File: config.mk
export PLATFORM = sky130hd
export DESIGN_NAME = fetch_unit
export DESIGN_NICKNAME = d
export VERILOG_FILES = /design/src/rtl/fetch_unit_pkg.sv /design/src/rtl/fetch_unit_next_pc_sel.sv /design/src/rtl/fetch_unit.sv
export SDC_FILE = /design/constraint.sdc
export NUM_CORES = 1
export LEC_CHECK = 0
export BUFFER_PORTS_ARGS = -buffer_cell sky130_fd_sc_hd__buf_2
export CORE_UTILIZATION = 55
export CTS_CLUSTER_DIAMETER = 80
export DETAILED_ROUTE_END_ITERATION = 12
export PLACE_DENSITY = 0.9
export SETUP_SLACK_MARGIN = 0.02
export SLEW_MARGIN = 20
export SYNTH_ARGS = -nofsm -noshare
export SYNTH_HDL_FRONTEND = slang
export SYNTH_SLANG_ARGS = --single-unit
File: constraint.sdc
create_clock -name clk -period 8.4 [get_ports clk]
set_clock_uncertainty 0.05 [all_clocks]
set_input_delay 0.42 -clock clk [delete_from_list [all_inputs] [get_ports clk]]
set_output_delay 0.42 -clock clk [all_outputs]
set_load 0.05 [all_outputs]
File: src/rtl/fetch_unit_pkg.sv
// Shared definitions for the fetch stage and its neighbours:
// opcode constants, FSM encoding and datapath widths.
package fetch_unit_pkg;

    localparam int XLEN  = 32;
    localparam int ILEN  = 32;
    localparam int OPW   = 6;
    localparam int IDXW  = 26;
    localparam int WAITW = 4;

    localparam logic [OPW-1:0] OP_RTYPE = 6'b000000;
    localparam logic [OPW-1:0] OP_LW    = 6'b100011;
    localparam logic [OPW-1:0] OP_SW    = 6'b101011;
    localparam logic [OPW-1:0] OP_BEQ   = 6'b000100;
    localparam logic [OPW-1:0] OP_BNE   = 6'b000101;
    localparam logic [OPW-1:0] OP_J     = 6'b000010;
    localparam logic [OPW-1:0] OP_JAL   = 6'b000011;
    localparam logic [OPW-1:0] OP_JR    = 6'b001000;
    localparam logic [OPW-1:0] OP_ORI   = 6'b001101;
    localparam logic [OPW-1:0] OP_LUI   = 6'b001111;

    typedef enum logic [1:0] {
        ST_FETCH = 2'd0,
        ST_WAIT  = 2'd1,
        ST_ISSUE = 2'd2
    } fetch_state_e;

    function automatic logic [XLEN-1:0] word_align(
        input logic [XLEN-1:0] a
    );
        return {a[XLEN-1:2], 2'b00};
    endfunction

endpackage

File: src/rtl/fetch_unit_next_pc_sel.sv
// Next-PC priority mux: jr over j/jal over taken branch
// over sequential pc+4, with all target arithmetic.
module next_pc_sel
    import fetch_unit_pkg::*;
(
    input  logic [XLEN-1:0] pc_plus4_i,
    input  logic [IDXW-1:0] instr_idx_i,
    input  logic            branch_i,
    input  logic            bne_i,
    input  logic            zero_i,
    input  logic            jump_i,
    input  logic            jal_i,
    input  logic            jr_i,
    input  logic [XLEN-1:0] jr_target_i,
    output logic [XLEN-1:0] next_pc_o,
    output logic            misalign_o
);

    logic [XLEN-1:0] br_off;
    logic [XLEN-1:0] br_tgt;
    logic [XLEN-1:0] j_tgt;
    logic            take_br;

    assign br_off  = {{14{instr_idx_i[15]}}, instr_idx_i[15:0], 2'b00};
    assign br_tgt  = pc_plus4_i + br_off;
    assign j_tgt   = {pc_plus4_i[31:28], instr_idx_i, 2'b00};
    assign take_br = (branch_i & zero_i) | (bne_i & ~zero_i);

    // Highest-priority asserted control wins; simultaneous controls are legal.
    always_comb begin
        next_pc_o  = pc_plus4_i;
        misalign_o = 1'b0;
        priority case (1'b1)
            jr_i: begin
                next_pc_o  = word_align(jr_target_i);
                misalign_o = |jr_target_i[1:0];
            end
            jump_i, jal_i: next_pc_o = j_tgt;
            take_br:       next_pc_o = br_tgt;
            default:       next_pc_o = pc_plus4_i;
        endcase
    end

endmodule

File: src/rtl/fetch_unit.sv
// Multicycle instruction fetch stage: PC register, imem req/ack
// handshake with timeout, and issue of one instruction at a time.
module fetch_unit
    import fetch_unit_pkg::*;
#(
    parameter logic [31:0] RESET_PC = 32'h0000_0000,
    parameter int unsigned MAX_WAIT = 15
) (
    input  logic        clk,
    input  logic        rst_n,
    output logic        imem_req,
    output logic [31:0] imem_addr,
    input  logic        imem_ack,
    input  logic [31:0] imem_rdata,
    output logic [31:0] instr,
    output logic [5:0]  opcode,
    output logic [31:0] pc,
    output logic [31:0] pc_plus4,
    output logic        instr_valid,
    input  logic        instr_ready,
    input  logic        branch,
    input  logic        bne,
    input  logic        zero,
    input  logic        jump,
    input  logic        jal,
    input  logic        jr,
    input  logic [31:0] jr_target,
    output logic        imem_err,
    output logic        addr_err
);

    localparam logic [WAITW-1:0] MAX_W = WAITW'(MAX_WAIT);

    fetch_state_e     state_q;
    logic [XLEN-1:0]  pc_q;
    logic [ILEN-1:0]  instr_q;
    logic             req_q;
    logic             valid_q;
    logic             err_q;
    logic             aerr_q;
    logic [WAITW-1:0] cnt_q;
    logic [WAITW-1:0] cnt_d;
    logic [XLEN-1:0]  pc_plus4_d;
    logic [XLEN-1:0]  next_pc_d;
    logic             misalign_d;

    assign pc_plus4_d = pc_q + 32'd4;
    assign cnt_d      = cnt_q + 1'b1;

    next_pc_sel u_next_pc_sel (
        .pc_plus4_i  (pc_plus4_d),
        .instr_idx_i (instr_q[IDXW-1:0]),
        .branch_i    (branch),
        .bne_i       (bne),
        .zero_i      (zero),
        .jump_i      (jump),
        .jal_i       (jal),
        .jr_i        (jr),
        .jr_target_i (jr_target),
        .next_pc_o   (next_pc_d),
        .misalign_o  (misalign_d)
    );

    // Fetch FSM, PC register, wait counter and registered handshake outputs.
    always_ff @(posedge clk) begin
        if (!rst_n) begin
            state_q <= ST_FETCH;
            pc_q    <= RESET_PC;
            instr_q <= '0;
            req_q   <= 1'b0;
            valid_q <= 1'b0;
            err_q   <= 1'b0;
            aerr_q  <= 1'b0;
            cnt_q   <= '0;
        end else begin
            aerr_q <= 1'b0;
            unique case (state_q)
                ST_FETCH: begin
                    cnt_q <= '0;
                    if (req_q && imem_ack) begin
                        instr_q <= imem_rdata;
                        valid_q <= 1'b1;
                        req_q   <= 1'b0;
                        state_q <= ST_ISSUE;
                    end else begin
                        req_q   <= 1'b1;
                        state_q <= ST_WAIT;
                    end
                end
                ST_WAIT: begin
                    if (imem_ack) begin
                        instr_q <= imem_rdata;
                        valid_q <= 1'b1;
                        req_q   <= 1'b0;
                        cnt_q   <= '0;
                        state_q <= ST_ISSUE;
                    end else begin
                        if (cnt_q != MAX_W) begin
                            cnt_q <= cnt_d;
                        end
                        if (cnt_d == MAX_W) begin
                            err_q <= 1'b1;
                        end
                    end
                end
                ST_ISSUE: begin
                    if (instr_ready && valid_q) begin
                        pc_q    <= next_pc_d;
                        valid_q <= 1'b0;
                        req_q   <= 1'b1;
                        aerr_q  <= jr & misalign_d;
                        state_q <= ST_FETCH;
                    end
                end
                default: begin
                    req_q   <= 1'b0;
                    valid_q <= 1'b0;
                    state_q <= ST_FETCH;
                end
            endcase
        end
    end

    assign imem_req    = req_q;
    assign imem_addr   = pc_q;
    assign instr       = instr_q;
    assign opcode      = instr_q[ILEN-1:ILEN-OPW];
    assign pc          = pc_q;
    assign pc_plus4    = pc_plus4_d;
    assign instr_valid = valid_q;
    assign imem_err    = err_q;
    assign addr_err    = aerr_q;

endmodule

==> impl_metrics.py, run 1 <==
metrics = {
    "status": {
        "status": "complete, no violations",
    },
    "sta": {
        "finalHoldViolations": 0,
        "rsz0062_at_grt": "no",
        "fin_setup_tns_ns": 0,
        "tightest_slew_ns": 0.880,
        "worst_slack_ns": 4.00,
        "setup_violations": 0,
        "final_max_slew_viol_count": 0,
        "relSlewSlack": 0.413,
        "period_share": 0.524,
        "fin_crit_ns": 4.40,
        "fmax_mhz": 227,
    },
    "die": {
        "die-area_sq_um": 11100,
        "die_h_um": 106,
        "die_x_um": 106,
        "coreArea_sq_um": 10400,
        "rows": 37,
        "ioPinCount": 212,
        "start_util": 0.569,
    },
    "worst_setup_path": {
        "timing.critical_path.buf_inv": 2,
        "crit_slowest_cell": "or3_1",
        "worstPathRequired_ns": 8.60,
        "rrSetupSlack_ns": 4.00,
        "path_cells": "ha_1 > inv_1 > or3_1 > inv_1 > nand2_1 > xnor2_1 > ha_1 > a21oi_1 > o21ai_0 > a221oi_1 > o32ai_1 > or2_4 > a211o_1 > or4_1 > o211ai_1 > nor3_2",
        "start_kind": "flop",
        "critPathMaxFanout": 7,
        "timing.rr.start": "imem_addr[2]",
        "path_class": "flop to flop",
        "reg2reg_depth": 16,
        "cpPeakStageDelay_ns": 0.53,
        "r2r-end": "imem_addr[31]",
        "crit_family": "compound AO/OA/AOI/OAI gates",
        "arrival_ns": 4.60,
        "cp-end-kind": "flop",
    },
    "routing": {
        "vias_per_cell": 5.90,
        "drtPass1Iterations": 5,
        "drt-total-wl_mm": 18.4,
        "drcViolationCount": 0,
        "wl_per_cell_um": 17.1,
        "ant_nets": 0,
        "via_count": 6373,
        "drt_iter0_drc": 605,
    },
    "synth": {
        "synth_common_cells": "129 x nand2_1, 77 x a21oi_1, 75 x nor2_1, 72 x dfxtp_1, 42 x buf_4",
        "synth_top_area_share": 0.244,
        "ys_seq_area_frac": 0.244,
        "synth-edff-count": 0,
        "yosysWarnings": 0,
        "synth-seq-cells": 72,
        "yosysMostFrequentCell": "nand2_1",
        "syn_area_per_cell_sq_um": 7.40,
        "synthCells": 797,
        "synthArstFlopShare": 0,
        "synth_area_leaders": "dfxtp_1 24%, nand2_1 8.2%, ha_1 8.1%",
        "netlist_area_sq_um": 5900,
        "yosysUniqueCellTypes": 64,
        "yosys.area.top_type": "dfxtp_1",
        "synthFlopType": "dfxtp_1",
    },
    "layout": {
        "diodes": 0,
        "nets": 1054,
        "fill_cells": 928,
        "stdcell_count": 1081,
        "seqCellArea_sq_um": 1440,
        "area_growth_pct": 16.8,
        "multi_input_area_sq_um": 3940,
        "drive_gt1_frac": 0.263,
    },
    "power": {
        "p_leak_nw": 3.43,
        "peakVddDrop_v": 0.000120,
        "power_density_nw_per_um2": 139,
    },
    "clock_network": {
        "cts_hold_buffers": 0,
        "clkTransAtPathRegs_ns": 0.08,
        "clock_tree.root_cell": "clkbuf_8",
        "clk_latency_ns": 0.36,
        "h-tree-depth": 3,
        "cts-buffers-inserted": 9,
        "cts_setup_buffers": 0,
        "clockBufferDepth": 2,
        "cts_tree": "done",
        "cts_resized": 0,
        "clock_sinks": 72,
    },
    "min_path": {
        "worstHoldStart": "imem_rdata[0]",
        "hp-class": "input port to flop",
        "worstHoldEndpoint": "instr[0]",
        "min_path_cells": 3,
    },
    "placed_design": {
        "pre_cts_ws_ns": 4.08,
        "finalWeightedCongestion": 0.944,
        "io_buffers": 205,
        "dp.cells": 1066,
        "hpwl_mm": 13.6,
    },
    "run": {
        "maxCapViolCount": 0,
    },
    "global_routing": {
        "grt-ovfl-total": 0,
        "grt_pass1_wl_mm": 29.1,
        "grt_max_degree": 58,
        "track_usage": 0.328,
        "grt_pass1_vias": 5935,
        "antenna_found_initial": 0,
    },
}
-- logic make-up (layout without fill, tap and decap cells) --
logic type | Yosys count | count (layout) | share of synthesized area
AO/OA/AOI/OAI | 237 | 237 | 0.262
XOR/XNOR | 53 | 53 | 0.0799
adder cells (fa/ha/maj) | 39 | 39 | 0.0840
buffers and inverters | 98 | 241 | 0.0939
flip-flops | 72 | 72 | 0.244
multiplexers | 6 | 6 | 0.0104
other | 1 | 6 | 0.000636
AND/OR/NAND/NOR | 291 | 291 | 0.225
-- worst max path at each step --
stage,start,end,slack [ns],cells past startpoint
finish,imem_addr[2],imem_addr[31],4.00,16
global route,imem_addr[2],imem_addr[31],3.79,16
CTS,imem_addr[2],imem_addr[31],4.06,16
detailed placement,imem_addr[2],imem_addr[31],4.08,16
global placement,imem_addr[2],imem_addr[31],4.26,16
floorplan,imem_addr[2],imem_addr[31],3.25,18
-- registers in the layout, indices dropped and copies added, names as in the netlist --
name	count
addr_err	1
instr_valid	1
state_q	2
instr	32
imem_addr	30
imem_err	1
imem_req	1
cnt_q	4
-- where the power goes --
part           switching [mW]  internal (mW)
Combinational           0.194         0.0752
Sequential             0.0214          0.359
Clock                   0.142          0.166
-- through the flow --
step	hold WS (ns)	total power, mW	instance area (sq um)	utilization
6_report	0.244	0.959	6890	0.664
5_1_grt	0.240	0.999	6890	0.664
4_1_cts	0.233	0.960	6890	0.664
3_5_place_dp	0.409	0.655	6680	0.644
3_3_place_gp	0.396	0.652	6680	0.644
2_1_floorplan	0.379	0.589	5920	-
-- final cells by class --
cell class | instances | area share
Multi-Input combinational cell | 632 | 0.572
Sequential cell | 72 | 0.209
Timing Repair Buffer | 212 | 0.157
Tap cell | 136 | 0.0247
Clock buffer | 10 | 0.0185
Clock inverter | 5 | 0.0118
Inverter | 14 | 0.00763
-- tightest hold or removal path, stage by stage --
cell and delay, ns:
buf_2 0.09, nand2_1 0.04, a21oi_1 0.05
-- cells in the final DEF (no fill, tap or decap), types with 6 or more instances in the layout --
cell type / n
buf_4: 7
nand3_1: 22
xor2_1: 25
buf_2: 205
dfxtp_1: 72
a311oi_1: 7
o21ai_0: 36
a211oi_1: 16
a21o_1: 18
nand3b_1: 7
nor2_1: 73
nand2_1: 129
a31oi_1: 7
o211ai_1: 18
a21oi_1: 77
a21boi_0: 24
clkbuf_8: 9
ha_1: 38
conb_1: 6
or3_1: 6
and3_1: 6
inv_1: 14
xnor2_1: 27
nor3_1: 15
-- routing by layer --
layer  vias to the layer above  GRT usage  part of all wire
met3                        49     0.0767             0.088
met1                      2923      0.404              0.42
met2                       327      0.550              0.47
met4                         0      0.131             0.025
met5                         -          0                 0
li1                       3074          -                 -
Note: power is estimated with default switching activity, not from simulation.
==> run 2: changes to the inputs <==
CORE_UTILIZATION = 46   (was 55)
PLACE_DENSITY = 0.81   (was 0.9)
clock period = 3.7 ns   (was 8.4 ns; I/O delays follow)
==> run 2 against run 1 <==
Register-to-register slack got worse by 4.0 ns; highest routed layer unchanged; sequential cell count did not move; die area grew 19%; combinational power grew to 2.5 times the previous value; final area increased by 22%; worst setup slack got worse by 4.0 ns; largest power group is now the clock network.
==> impl_metrics.py, run 2 (synthesis results as in run 1) <==
metrics = {
    "power": {
        "clkPwrFrac": 0.376,
        "internal_power_mw": 1.58,
        "swShare": 0.359,
        "power_density_nw_per_um2": 294,
        "p_sw_mw": 0.887,
        "peakVddDrop_v": 0.000310,
        "combinationalPowerShare": 0.277,
        "power_frac_seq": 0.346,
        "p_leak_nw": 4.14,
    },
    "routing": {
        "wl_per_cell_um": 17.7,
        "drtPass1Iterations": 5,
        "drt_iter0_drc": 430,
        "vias_per_cell": 5.74,
        "drt-total-wl_mm": 21.4,
        "ant_nets": 0,
        "via_count": 6946,
        "drcViolationCount": 0,
    },
    "sta": {
        "fin_crit_ns": 3.69,
        "worst_slack_ns": 0.0141,
        "tightest_slew_ns": 0.877,
        "period_share": 0.996,
        "final_max_slew_viol_count": 0,
        "finalHoldViolations": 0,
        "setup_violations": 0,
        "fmax_mhz": 271,
        "rsz0062_at_grt": "yes",
        "relSlewSlack": 0.404,
    },
    "worst_setup_path": {
        "crit_slowest_cell": "or3_4",
        "critical_path_depth": 15,
        "path_class": "flop to flop",
        "crit_family": "simple AND/OR/NAND/NOR gates",
        "arrival_ns": 3.88,
        "reg2reg_depth": 15,
        "timing.critical_path.buf_inv": 1,
        "path_cells": "ha_4 > inv_1 > or3_4 > nor2_4 > xor2_4 > ha_1 > a21oi_1 > o21ai_0 > a221oi_2 > o32ai_2 > or2_4 > a211o_1 > or4_4 > o211ai_1 > nor3_2",
        "cp-end-kind": "flop",
        "critPathMaxFanout": 5,
        "start_kind": "flop",
        "worstPathRequired_ns": 3.89,
        "cpPeakStageDelay_ns": 0.45,
    },
    "clock_network": {
        "clk_latency_ns": 0.36,
        "cts_tree": "done",
        "h-tree-depth": 3,
        "cts_hold_buffers": 0,
        "clkTransAtPathRegs_ns": 0.06,
        "clock_tree.root_cell": "clkbuf_16",
        "cts-buffers-inserted": 9,
        "clockBufferDepth": 2,
        "clock_sinks": 72,
    },
    "layout": {
        "final_cell_mix": "205 x buf_2, 125 x nand2_1, 98 x buf_4",
        "multi_input_area_sq_um": 4550,
        "largest_reg_flops": 32,
        "diodes": 0,
        "area_growth_pct": 42.6,
        "post-route-cell-area_sq_um": 8410,
        "seqCellArea_sq_um": 1500,
        "nets": 1147,
        "drive_gt1_frac": 0.414,
        "layout_commonest_cell": "buf_2",
        "fill_cells": 1078,
    },
    "placed_design": {
        "placed_area_sq_um": 7810,
        "hpwl_mm": 15.9,
        "finalWeightedCongestion": 0.961,
        "io_buffers": 205,
        "pre_cts_ws_ns": -0.159,
    },
    "die": {
        "ioPinCount": 212,
        "die_x_um": 115,
        "die-area_sq_um": 13300,
        "rows": 41,
        "start_util": 0.469,
        "die_h_um": 115,
        "coreArea_sq_um": 12600,
    },
    "status": {
        "status": "complete, no violations",
    },
    "run": {
        "maxCapViolCount": 0,
    },
    "global_routing": {
        "grt_max_degree": 52,
        "grt_pass1_vias": 6418,
        "grt_pass1_wl_mm": 33.4,
        "track_usage": 0.326,
        "grt-ovfl-total": 0,
        "antenna_found_initial": 0,
    },
    "min_path": {
        "hp-class": "input port to flop",
        "min_path_cells": 3,
    },
}
run 2: cell types whose count changed in the layout (fill, tap and decap cells not counted), moves of 7 or more:
cell and delta:
buf_4 +91, xor2_1 -9, dfxtp_4 +13, clkbuf_16 +9
ha_1 -8, ha_4 +8, clkbuf_8 -7, a21oi_1 -7
dfxtp_1 -18, xnor2_1 -12, o21ai_0 -7
run 2: per-layer routing:
layer	routed length, um	part of all wire	track usage
met5	0	0	0
met4	699	0.033	0.147
met3	1830	0.086	0.0564
met2	9870	0.46	0.524
met1	9010	0.42	0.428
run 2: cell type report:
cell class,count,share of cell area
multi-input cells,632,0.541
flip-flops and latches,72,0.178
clock buffers,11,0.0300
clock inverters,5,0.00714
repair buffers,305,0.212
inverters,14,0.00625
well taps,172,0.0256
run 2: metrics by stage:
step	utilization	TNS [ns]	hold slack (ns)	power, mW	cells
after global placement	0.622	-0.0285	0.377	1.53	1189
final	0.669	0	0.0153	2.47	1211
after floorplan	-	-1.30	0.271	1.35	802
after CTS	0.653	-0.00909	0.0103	2.46	1207
after detailed placement	0.622	-0.427	0.383	1.53	1189
after global routing	0.669	-0.297	0.0214	2.57	1211
run 2: tightest hold or removal path, cell delays in order:
cell,delay (ns)
buf_2,0.09
nand2_1,0.04
a21oi_1,0.05
run 2: worst paths after layout:
kind / start / to / slack (ns)
worst max-delay path: imem_addr[2] / imem_addr[31] / 0.01
worst min-delay path: imem_rdata[27] / instr[27] / 0.02
worst max register to register: imem_addr[2] / imem_addr[31] / 0.01
worst min register to register: instr[31] / instr[31] / 0.43
run 2: repair_timing:
| action | CTS | global route |
|---|---|---|
| buffers inserted | 2 | 4 |
| resized for setup | 16 | 38 |
| endpoints found under the setup margin | 11 | 15 |
| pin swaps | 9 | 20 |
run 2: power groups by stage:
| stage | Sequential [mW] | Combinational (mW) | Clock [mW] |
|---|---|---|---|
| after floorplan | 0.996 | 0.350 | 0 |
| after global placement | 0.871 | 0.655 | 0 |
| after detailed placement | 0.871 | 0.663 | 0 |
| after CTS | 0.855 | 0.668 | 0.936 |
| after global routing | 0.861 | 0.731 | 0.976 |
| final | 0.856 | 0.685 | 0.930 |
==> run 3: changes to the inputs <==
BUFFER_PORTS_ARGS = default   (was -buffer_cell sky130_fd_sc_hd__buf_2)
CORE_UTILIZATION = 59   (was 46)
DONT_BUFFER_PORTS = 1   (was default)
==> run 3 against run 2 <==
The run now ends with negative setup slack left; critical path depth stayed put; non-clock buffer count is 104 lower; largest power group is now sequential cells; sequential cell count unchanged; combinational power fell by 9.8%; via count grew 0.50%; first-iteration DRC count increased by 20%; highest routed layer unchanged; core utilization is 18 points higher; largest cell class unchanged; register-to-register slack worse by 0.11 ns; wire length is 10% higher.
==> impl_metrics.py, run 3 (synthesis results as in run 1) <==
metrics = {
    "status": {
        "status": "finished with violations",
        "violations": "negative setup slack",
    },
    "worst_setup_path": {
        "cpPeakStageDelay_ns": 0.44,
        "critPathMaxFanout": 5,
        "path_cells": "ha_4 > inv_2 > or3_4 > nor2_4 > xor2_4 > ha_1 > a21oi_1 > o21ai_0 > a221oi_2 > o32ai_2 > or2_4 > a211o_1 > or4_1 > o211ai_1 > nor3_2",
        "path_class": "flop to flop",
        "cp-end-kind": "flop",
        "start_kind": "flop",
        "worstPathRequired_ns": 3.92,
        "crit_slowest_cell": "or3_4",
        "arrival_ns": 4.01,
    },
    "die": {
        "die_x_um": 102,
        "start_util": 0.606,
        "ioPinCount": 212,
        "die_h_um": 102,
        "coreArea_sq_um": 9730,
        "rows": 36,
        "die-area_sq_um": 10400,
    },
    "sta": {
        "worst_slack_ns": -0.0923,
        "fin_crit_ns": 3.79,
        "relSlewSlack": 0.348,
        "period_share": 1.02,
        "finalHoldViolations": 0,
        "final_max_slew_viol_count": 0,
        "setup_violations": 2,
        "tightest_slew_ns": 0.975,
        "fmax_mhz": 264,
        "rsz0062_at_grt": "yes",
    },
    "routing": {
        "vias_per_cell": 6.54,
        "wl_per_cell_um": 22.1,
        "drt_iter0_drc": 515,
        "wl_met1_mm": 8.62,
        "dr_wl_met2_mm": 11.0,
        "wl_met3_mm": 2.73,
        "drcViolationCount": 0,
        "routed.top_layer": "met4",
        "ant_nets": 0,
        "drt-total-wl_mm": 23.6,
        "via_count": 6981,
        "drtPass1Iterations": 5,
    },
    "layout": {
        "area_growth_pct": 39.6,
        "layout_commonest_cell": "buf_4",
        "diodes": 0,
        "nets": 1043,
        "final_cell_mix": "143 x buf_4, 126 x nand2_1, 68 x a21oi_1",
        "largest_reg_flops": 32,
        "finish.utilization": 0.846,
        "drive_gt1_frac": 0.309,
    },
    "placed_design": {
        "pre_cts_ws_ns": -0.122,
        "hpwl_mm": 15.0,
        "io_buffers": 0,
        "finalWeightedCongestion": 0.967,
    },
    "power": {
        "power_density_nw_per_um2": 271,
        "p_leak_nw": 3.57,
        "peakVddDrop_v": 0.000290,
    },
    "clock_network": {
        "clkTransAtPathRegs_ns": 0.10,
        "clock_sinks": 72,
        "clk_latency_ns": 0.38,
        "clockBufferDepth": 2,
        "h-tree-depth": 3,
        "cts_tree": "done",
        "cts-buffers-inserted": 9,
        "clock_tree.root_cell": "clkbuf_8",
    },
    "global_routing": {
        "grt_max_degree": 49,
        "grt_pass1_vias": 6675,
        "antenna_found_initial": 0,
        "grt-ovfl-total": 0,
        "track_usage": 0.422,
        "grt_pass1_wl_mm": 33.6,
    },
    "min_path": {
        "hp-class": "input port to flop",
    },
    "run": {
        "maxCapViolCount": 0,
    },
}
==> run 3: cell types whose count changed in the layout (fill, tap and decap cells not counted), sizes merged <==
cell / delta
clkbuf: -1
dlygate4sd3: +46
clkinv: +1
bufinv: -1
clkinvlp: +1
buf: -150
==> run 3: area by class of cell <==
cell class	instances	area, sq um
multi-input cells	632	4620
inverters	14	52.6
clock buffers	10	149
clock inverters	6	53.8
flip-flops and latches	72	1500
repair buffers	201	1690
well taps	133	166
fillers	566	1490
==> run 3: through the flow <==
stage	area [sq um]	TNS [ns]	hold slack, ns	total power [mW]	std cells
floorplan	6380	-1.30	0.271	1.35	802
global placement	7100	-0.136	0.260	1.45	993
detailed placement	7110	-0.442	0.273	1.46	993
CTS	7900	0	0.000475	2.17	1058
global route	8240	-0.446	0.0366	2.30	1068
finish	8240	-0.0999	0.0141	2.23	1068
==> run 3: power breakdown <==
group          leakage (nW)  total (mW)  switching, mW  internal [mW]
clock                 0.101       0.678          0.380          0.298
combinational          2.87       0.618          0.401          0.217
sequential            0.598       0.937          0.130          0.807
total                  3.57        2.23          0.911           1.32
==> run 3: timing repair <==
| item | CTS | global route |
|---|---|---|
| gates resized for setup | 24 | 56 |
| setup buffers | 2 | 10 |
| endpoints found under the hold margin | 60 | 0 |
| hold buffers | 47 | 0 |
| setup endpoints to repair | 11 | 17 |
| pin swaps | 12 | 37 |
==> run 3: routing by layer <==
metal / vias to the layer above / global-route usage
met2: 519 / 0.692
met4: 0 / 0.234
li1: 3054 / -
met3: 135 / 0.115
met1: 3273 / 0.500
met5: - / 0
==> run 3: worst paths after layout <==
| path | start | to | slack (ns) | cells past startpoint |
|---|---|---|---|---|
| worst max register to register | imem_addr[2] | imem_addr[31] | -0.09 | 15 |
| worst max-delay path | imem_addr[2] | imem_addr[31] | -0.09 | 15 |
| worst min-delay path | jr | imem_addr[28] | 0.01 | 3 |
| worst min register to register | state_q[1] | instr_valid | 0.42 | 1 |
==> run 3: worst max-delay path: cells and delay by family, from the launching register on <==
kind                       cells  cell delay [ns]
xor gates and xnor gates       1             0.21
AOI/OAI and AO/OA              6             1.24
and+or+nand+nor                5             1.36
adders and majority gates      2             0.41
buffers and inverters          1             0.04
DFF                            1             0.38
